`src/rtl/ckp_wheel_gen.sv`:
```
// rtl/ckp_wheel_gen.sv - crank trigger-wheel (missing-tooth CKP) waveform generator
//
// Ports:
//   clk          system clock
//   reset_n      asynchronous reset, active low
//   enable       run request, level sensitive, acted on at slot boundaries
//   tooth_period clocks per tooth slot, clamped to >= 4, sampled at slot start
//   ckp          generated crank signal, idle high
//   tooth_index  current slot, 0 = first real tooth after the gap
//   sync         pulse on the first clock of slot 0
//   rev_done     pulse on the last clock of slot NUM_TEETH-1
//   rev_count    completed revolutions, wrapping
//   busy         high whenever the generator is not idle
module ckp_wheel_gen #(
  parameter int NUM_TEETH     = 36,
  parameter int MISSING_TEETH = 1,
  parameter int PERIOD_WIDTH  = 24,
  parameter int REV_WIDTH     = 16,
  localparam int IDX_W        = $clog2(NUM_TEETH)
) (
  input  logic                    clk,
  input  logic                    reset_n,
  input  logic                    enable,
  input  logic [PERIOD_WIDTH-1:0] tooth_period,
  output logic                    ckp,
  output logic [IDX_W-1:0]        tooth_index,
  output logic                    sync,
  output logic                    rev_done,
  output logic [REV_WIDTH-1:0]    rev_count,
  output logic                    busy
);

  localparam logic [IDX_W-1:0]        LAST_IDX      = IDX_W'(NUM_TEETH - 1);
  localparam logic [IDX_W-1:0]        FIRST_MISSING = IDX_W'(NUM_TEETH - MISSING_TEETH);
  localparam logic [PERIOD_WIDTH-1:0] MIN_PERIOD    = PERIOD_WIDTH'(4);

  typedef enum logic [1:0] {
    S_IDLE,
    S_LOW,
    S_HIGH,
    S_GAP
  } state_t;

  state_t                  state, state_n;
  logic [PERIOD_WIDTH-1:0] cnt, cnt_n;
  logic [PERIOD_WIDTH-1:0] per, per_n;
  logic [IDX_W-1:0]        idx, idx_n;
  logic [PERIOD_WIDTH-1:0] p_in;
  logic [PERIOD_WIDTH-1:0] low_len;
  logic [IDX_W-1:0]        idx_next;
  logic                    slot_end;

  always_ff @(posedge clk or negedge reset_n) begin
    if (!reset_n) begin
      state     <= S_IDLE;
      cnt       <= '0;
      per       <= '0;
      idx       <= '0;
      rev_count <= '0;
    end else begin
      state <= state_n;
      cnt   <= cnt_n;
      per   <= per_n;
      idx   <= idx_n;
      if (rev_done) begin
        rev_count <= rev_count + REV_WIDTH'(1);
      end
    end
  end

  always_comb begin
    p_in     = (tooth_period < MIN_PERIOD) ? MIN_PERIOD : tooth_period;
    low_len  = per >> 1;
    slot_end = (state != S_IDLE) && (cnt == per - PERIOD_WIDTH'(1));
    idx_next = (idx == LAST_IDX) ? '0 : idx + IDX_W'(1);

    state_n = state;
    cnt_n   = cnt + PERIOD_WIDTH'(1);
    per_n   = per;
    idx_n   = idx;

    case (state)
      S_IDLE: begin
        cnt_n = '0;
        if (enable) begin
          state_n = S_LOW;
          idx_n   = '0;
          per_n   = p_in;
        end
      end
      S_LOW: begin
        // low_len >= 2 because per >= 4, so a LOW phase never ends a slot
        if (cnt == low_len - PERIOD_WIDTH'(1)) begin
          state_n = S_HIGH;
        end
      end
      default: begin
        if (slot_end) begin
          cnt_n = '0;
          if (!enable) begin
            state_n = S_IDLE;
            idx_n   = '0;
          end else begin
            idx_n   = idx_next;
            per_n   = p_in;
            state_n = (idx_next >= FIRST_MISSING) ? S_GAP : S_LOW;
          end
        end
      end
    endcase
  end

  // Pure decodes of registered state: ckp returns high asynchronously on reset.
  assign ckp         = (state != S_LOW);
  assign busy        = (state != S_IDLE);
  assign tooth_index = idx;
  assign sync        = busy && (idx == '0) && (cnt == '0);
  assign rev_done    = slot_end && (idx == LAST_IDX);

endmodule

```
`config.mk`:
```
export PLATFORM = sky130hd
export DESIGN_NAME = ckp_wheel_gen
export DESIGN_NICKNAME = d
export VERILOG_FILES = /design/src/rtl/ckp_wheel_gen.sv
export SDC_FILE = /design/constraint.sdc
export NUM_CORES = 1
export LEC_CHECK = 0
export BUFFER_PORTS_ARGS = -buffer_cell sky130_fd_sc_hd__buf_2
export CORE_MARGIN = 3
export CORE_UTILIZATION = 45
export DETAILED_ROUTE_END_ITERATION = 12
export HOLD_SLACK_MARGIN = 0.12
export SYNTH_ARGS = -nofsm -noshare
export SYNTH_HDL_FRONTEND = slang
export SYNTH_SLANG_ARGS = --single-unit
export TNS_END_PERCENT = 100
```
`constraint.sdc`:
```
create_clock -name clk -period 4.76 [get_ports clk]
set_input_delay 0.952 -clock clk [delete_from_list [all_inputs] [get_ports clk]]
set_output_delay 0.952 -clock clk [all_outputs]
set_load 0.05 [all_outputs]
```
==> flow_metrics.py, run 1 <==
metrics = {
    "clock_network": {
        "cts_tree": "yes",
        "cts.clk_slew.worst_paths_ns": 0.06,
        "htreeDepth": 3,
        "cts_setup_buffers": 0,
        "clkSinkCount": 72,
        "clk_latency_ns": 0.35,
        "cts_buffer_depth": 2,
        "cts_buffers": 9,
        "root_buffer": "clkbuf_16",
    },
    "critical_path": {
        "r2r_slack_ns": 1.02,
        "r2r-end": "per[11]",
        "slowest_delay_ns": 0.47,
        "required_ns": 3.81,
        "r2r-start": "per[2]",
        "crit_slowest_cell": "dfrtp_1",
        "path_cells": "inv_1, ha_2, nor2b_1, and4_1, nand2_1, xnor2_1, nand3_1, nor4_1, buf_4, and3_1, buf_2",
        "endpoint_kind": "output pin",
        "worst_ep_arrival_time_ns": 3.51,
        "start_kind": "register",
        "worstPathMaxFanout": 10,
        "critPathKind": "reg2out",
        "r2r_cells": 11,
    },
    "job": {
        "drv_cap": 0,
    },
    "floorplanning": {
        "row_count": 38,
        "die_area_mm2": 0.0131,
        "core-area_mm2": 0.0112,
        "start_util_pct": 47.4,
        "fp.dieH_um": 114,
        "ios": 53,
        "die_w_um": 114,
    },
    "timing": {
        "finalSetupViolCount": 0,
        "min_period_ns": 4.46,
        "skew_ns": 0.00897,
        "rsz0062_at_grt": "no",
        "hold-worst-slack_ns": 0.470,
        "drv_slew": 0,
        "hold_viol": 0,
        "tightest_slew_ns": 0.974,
        "maxSlewHeadroom_pct": 35.1,
        "fin_setup_tns_ns": 0,
        "fin_crit_sh_pct": 93.8,
        "fmax_mhz": 224,
    },
    "hold_path": {
        "hold_start": "rev_count[15]",
        "holdPathEnd": "rev_count[15]",
        "min_path_cells": 1,
        "hold_class": "reg2reg",
    },
    "power": {
        "intPower_mw": 1.47,
        "vdd_ir_drop_max_uv": 331,
        "p_clk_share_pct": 29.1,
        "seqPwrFrac_pct": 40.0,
        "p_sw_share_pct": 39.3,
        "comb_power_share_pct": 30.9,
        "pwr_density_cell_mw_per_mm2": 412,
        "power.switching_uw": 948,
        "power.leakage_nw": 2.50,
    },
    "finish": {
        "stdcell_area_mm2": 0.00585,
        "diodes": 0,
        "layout_common_cells": "dfrtp_1, nor2_1, buf_2, xor2_1, nand2_1",
        "syn_to_final_growth_pct": 10.6,
        "post-route-util_pct": 52.4,
        "drive_above_1_share_pct": 17.5,
        "final_common_cell": "dfrtp_1",
        "nets": 654,
    },
    "placement": {
        "place.port_buffers": 52,
        "dpl_cell_area_mm2": 0.00554,
        "place.detailed.hpwl_um": 10300,
        "gp_congestion": 0.947,
    },
    "synth": {
        "synthCells": 602,
        "syn_nets": 637,
        "async_flop_share_pct": 100,
        "synth_edf_count": 0,
        "ys_types": 61,
        "yosys_warnings": 0,
        "syn_avg_cell_area_um2": 8.80,
        "synthesis.area_mm2": 0.00530,
        "yosysSeqAreaShare_pct": 34.0,
        "synth_seq_cells": 72,
        "ys.flop_type": "dfrtp_1",
    },
    "route": {
        "wl_per_cell_um": 18.2,
        "drt_iter0_drc": 363,
        "drt.antenna.violating_nets": 0,
        "routed_wl_um": 13900,
        "routed_via_density": 5.95,
        "vias": 4542,
        "drc": 0,
        "dr.pass1.iters": 5,
    },
    "global_routing": {
        "gr-total-overflow": 0,
        "grt_pass1_wl_um": 22500,
        "grt_pass1_vias": 4368,
        "antenna_found_initial": 0,
        "gr-usage-all-layers_pct": 22.1,
        "grt_max_degree": 43,
    },
    "status": {
        "outcome": "finished, final reports clean",
    },
}
power by group through the flow:
stage / Sequential (mW) / Combinational, mW / Clock, mW
after detailed placement: 0.970 / 0.741 / 0
after global placement: 0.964 / 0.725 / 0
after CTS: 0.958 / 0.746 / 0.719
after global routing: 0.988 / 0.829 / 0.741
final: 0.966 / 0.747 / 0.702
after floorplan: 0.808 / 0.699 / 0
metrics by stage:
step | power [mW] | setup WS, ns | instances
global route | 2.56 | 0.0540 | 764
finish | 2.41 | 0.297 | 764
global placement | 1.69 | 0.705 | 748
detailed placement | 1.71 | 0.615 | 748
floorplan | 1.51 | 0.721 | 602
CTS | 2.42 | 0.228 | 764
critical path, delay by kind of cell (launching register included):
kind | cells | cell delay [ns]
and+or+nand+nor | 6 | 1.53
buffers and inverters | 3 | 0.63
DFF | 1 | 0.47
adders and majority gates | 1 | 0.31
xor gates and xnor gates | 1 | 0.23
layer usage:
layer,global-route usage [%],routed length (µm),vias up
met5,0,0,-
met4,10.3,463,0
met3,4.07,616,32
met2,35.3,6490,124
li1,-,-,2162
met1,29.0,6350,2224
final cells by class:
| cell class | instances | area (µm²) |
|---|---|---|
| timing repair buffer | 59 | 313 |
| clock buffer | 9 | 225 |
| tap | 140 | 175 |
| inverter | 17 | 63.8 |
| clock inverter | 7 | 77.6 |
| fill | 1045 | 5320 |
| sequential | 72 | 1800 |
| multi-input combinational | 460 | 3200 |
how the worst max path moves through the flow:
| stage | from | to | slack (ns) |
|---|---|---|---|
| after global routing | per[2] | rev_done | 0.05 |
| final | per[2] | rev_done | 0.30 |
| after CTS | per[2] | rev_done | 0.23 |
| after detailed placement | per[2] | rev_done | 0.61 |
| after floorplan | per[2] | rev_done | 0.72 |
| after global placement | per[2] | rev_done | 0.70 |
flip-flops by register name, summed over array words and instances (netlist names):
name / flops
rev_count: 16
per: 24
state: 2
tooth_index: 6
cnt: 24
cells in the mapped netlist, drive strengths merged, types with 5 or more instances:
| cell | n | area share [%] |
|---|---|---|
| a21oi | 6 | 0.57 |
| a31oi | 5 | 0.59 |
| and3 | 8 | 0.95 |
| buf | 19 | 2.1 |
| clkbuf | 34 | 2.4 |
| dfrtp | 72 | 34 |
| ha | 8 | 1.9 |
| inv | 17 | 1.2 |
| mux2 | 24 | 5.1 |
| mux2i | 10 | 1.9 |
| nand2 | 48 | 3.4 |
| nand2b | 6 | 0.71 |
| nand3 | 22 | 2.1 |
| nand3b | 6 | 0.85 |
| nand4 | 30 | 3.5 |
| nor2 | 53 | 3.8 |
| nor2b | 6 | 0.71 |
| nor3 | 22 | 2.4 |
| nor4 | 23 | 3.1 |
| o211ai | 6 | 0.85 |
| o21ai | 12 | 1.3 |
| or3 | 7 | 0.83 |
| or4 | 9 | 1.3 |
| xnor2 | 46 | 7.6 |
| xor2 | 50 | 8.3 |
cell families after synthesis:
family                   share of synthesized area, %
AO/OA/AOI/OAI                                    7.99
AND/OR/NAND/NOR                                  27.1
multiplexers                                     6.99
buffers and inverters                            5.74
flip-flops                                       34.0
XOR/XNOR                                         16.3
adder cells (fa/ha/maj)                          1.89
repair_timing:
| action | 4_1_cts | 5_1_grt |
|---|---|---|
| setup endpoints to repair | 0 | 1 |
| hold buffers | 0 | 0 |
| gates resized for setup | 0 | 2 |
No activity file was read; power rests on OpenSTA's default activity.
==> inputs of run 2 (changes only) <==
--- a/config.mk
+++ b/config.mk
@@ -7,9 +7,9 @@
 export LEC_CHECK = 0
 export BUFFER_PORTS_ARGS = -buffer_cell sky130_fd_sc_hd__buf_2
 export CORE_MARGIN = 3
-export CORE_UTILIZATION = 45
+export CORE_UTILIZATION = 60
 export DETAILED_ROUTE_END_ITERATION = 12
-export HOLD_SLACK_MARGIN = 0.12
+export PLACE_DENSITY = 0.81
 export SYNTH_ARGS = -nofsm -noshare
 export SYNTH_HDL_FRONTEND = slang
 export SYNTH_SLANG_ARGS = --single-unit
==> flow_metrics.py, run 2 (synthesis results as in run 1) <==
metrics = {
    "placement": {
        "dpl_cell_area_mm2": 0.00550,
        "place_ws_ns": 0.670,
        "place.port_buffers": 52,
        "gp_congestion": 1.03,
        "place.detailed.hpwl_um": 9880,
    },
    "timing": {
        "fmax_mhz": 218,
        "fin_setup_tns_ns": 0,
        "finalSetupViolCount": 0,
        "min_period_ns": 4.58,
        "maxSlewHeadroom_pct": 37.7,
        "fin_crit_sh_pct": 96.2,
        "drv_slew": 0,
        "hold_viol": 0,
        "worst_slack_ns": 0.180,
        "skew_ns": 0.0118,
        "rsz0062_at_grt": "no",
        "tightest_slew_ns": 0.934,
    },
    "finish": {
        "syn_to_final_growth_pct": 7.73,
        "fill_cells": 697,
        "final_common_cell": "dfrtp_1",
        "post-route-util_pct": 68.1,
        "drive_above_1_share_pct": 17.0,
        "layout_common_cells": "dfrtp_1, nor2_1, buf_2, xor2_1, nand2_1",
        "diodes": 0,
        "reg.largest.list": "cnt (24), per (24), rev_count (16)",
        "stdcell_area_mm2": 0.00570,
        "nets": 654,
    },
    "global_routing": {
        "grt_pass1_vias": 4330,
        "grt_max_degree": 44,
        "gr-total-overflow": 0,
        "antenna_found_initial": 0,
        "gr-usage-all-layers_pct": 27.4,
        "grt_pass1_wl_um": 21600,
    },
    "critical_path": {
        "required_ns": 3.81,
        "start_kind": "register",
        "worst_ep_arrival_time_ns": 3.63,
        "worstPathMaxFanout": 10,
        "endpoint_kind": "output pin",
        "critPathKind": "reg2out",
    },
    "clock_network": {
        "post_cts_resized": 0,
        "cts_tree": "yes",
        "cts_buffers": 9,
        "cts_buffer_depth": 2,
        "cts_setup_buffers": 0,
        "cts.clk_slew.worst_paths_ns": 0.09,
        "clkSinkCount": 72,
        "cts_hold_buffers": 0,
        "htreeDepth": 3,
        "clk_latency_ns": 0.36,
        "root_buffer": "clkbuf_8",
    },
    "hold_path": {
        "hold_class": "reg2reg",
    },
    "power": {
        "pwr_density_cell_mw_per_mm2": 390,
        "power.leakage_nw": 2.45,
        "power_mw": 2.22,
        "vdd_ir_drop_max_uv": 261,
    },
    "route": {
        "drc": 0,
        "dr.pass1.iters": 5,
        "wl_per_cell_um": 18.0,
        "drt_iter0_drc": 322,
        "vias": 4578,
        "routed_via_density": 6.28,
        "drt.antenna.violating_nets": 0,
        "routed_wl_um": 13100,
    },
    "job": {
        "drv_cap": 0,
    },
    "floorplanning": {
        "row_count": 33,
        "start_util_pct": 63.2,
        "die_area_mm2": 0.00999,
        "fp.dieH_um": 99.9,
        "ios": 53,
        "core-area_mm2": 0.00838,
        "die_w_um": 99.9,
    },
    "status": {
        "outcome": "finished, final reports clean",
    },
}
==> run 2: changes by cell type in the layout (fill, tap and decap cells not counted) <==
cell,change
clkinv_2,-2
ha_1,+1
ha_2,-1
clkinvlp_4,+1
clkbuf_1,+1
nor4b_2,-1
inv_8,-1
clkbuf_16,-9
clkbuf_8,+10
nor4b_1,+1
==> run 2: report_power, final <==
| part | internal (mW) | switching [mW] | total (mW) |
|---|---|---|---|
| sequential | 0.701 | 0.256 | 0.957 |
| combinational | 0.351 | 0.404 | 0.755 |
| clock | 0.261 | 0.252 | 0.513 |
| total | 1.31 | 0.911 | 2.22 |
==> run 2: final cells by class <==
| type | count | area [µm²] | share of cell area (%) |
|---|---|---|---|
| Sequential cell | 72 | 1800 | 31.6 |
| Timing Repair Buffer | 59 | 313 | 5.48 |
| Multi-Input combinational cell | 460 | 3190 | 55.9 |
| Clock buffer | 11 | 141 | 2.48 |
| Inverter | 17 | 63.8 | 1.12 |
| Clock inverter | 5 | 63.8 | 1.12 |
| Tap cell | 105 | 131 | 2.30 |
==> run 2: layer usage <==
metal / share of wire, % / global-route usage (%) / wire length (µm)
met4: 2.5 / 12.1 / 331
met5: 0 / 0 / 0
met1: 43 / 36.4 / 5620
met2: 47 / 44.8 / 6210
met3: 7.1 / 3.54 / 936
==> run 2: worst max-delay path: stages, from the launching register on <==
cell     delay (ns)
dfrtp_1        0.47
inv_1          0.14
ha_1           0.38
nor2b_1        0.38
nand2_1        0.12
xnor2_1        0.15
nor4_1         0.39
nand3_1        0.13
nor4_1         0.41
buf_4          0.21
and3_1         0.21
buf_2          0.28
==> run 2: metrics by stage <==
step                instances  hold WS [ns]
finish                    729         0.469
global route              729         0.495
CTS                       729         0.473
detailed placement        713         0.461
global placement          713         0.452
floorplan                 602         0.570
==> run 2: worst paths after layout <==
path / startpoint / end / slack [ns] / cells past startpoint
setup reg to reg: per[2] / cnt[19] / 1.05 / 11
hold reg to reg: rev_count[15] / rev_count[15] / 0.47 / 1
hold / removal: rev_count[15] / rev_count[15] / 0.47 / 1
min in group asynchronous: reset_n / rev_count[14] / 0.72 / 1
setup / recovery: per[2] / rev_done / 0.18 / 11
max in group asynchronous: reset_n / per[14] / 3.06 / 2
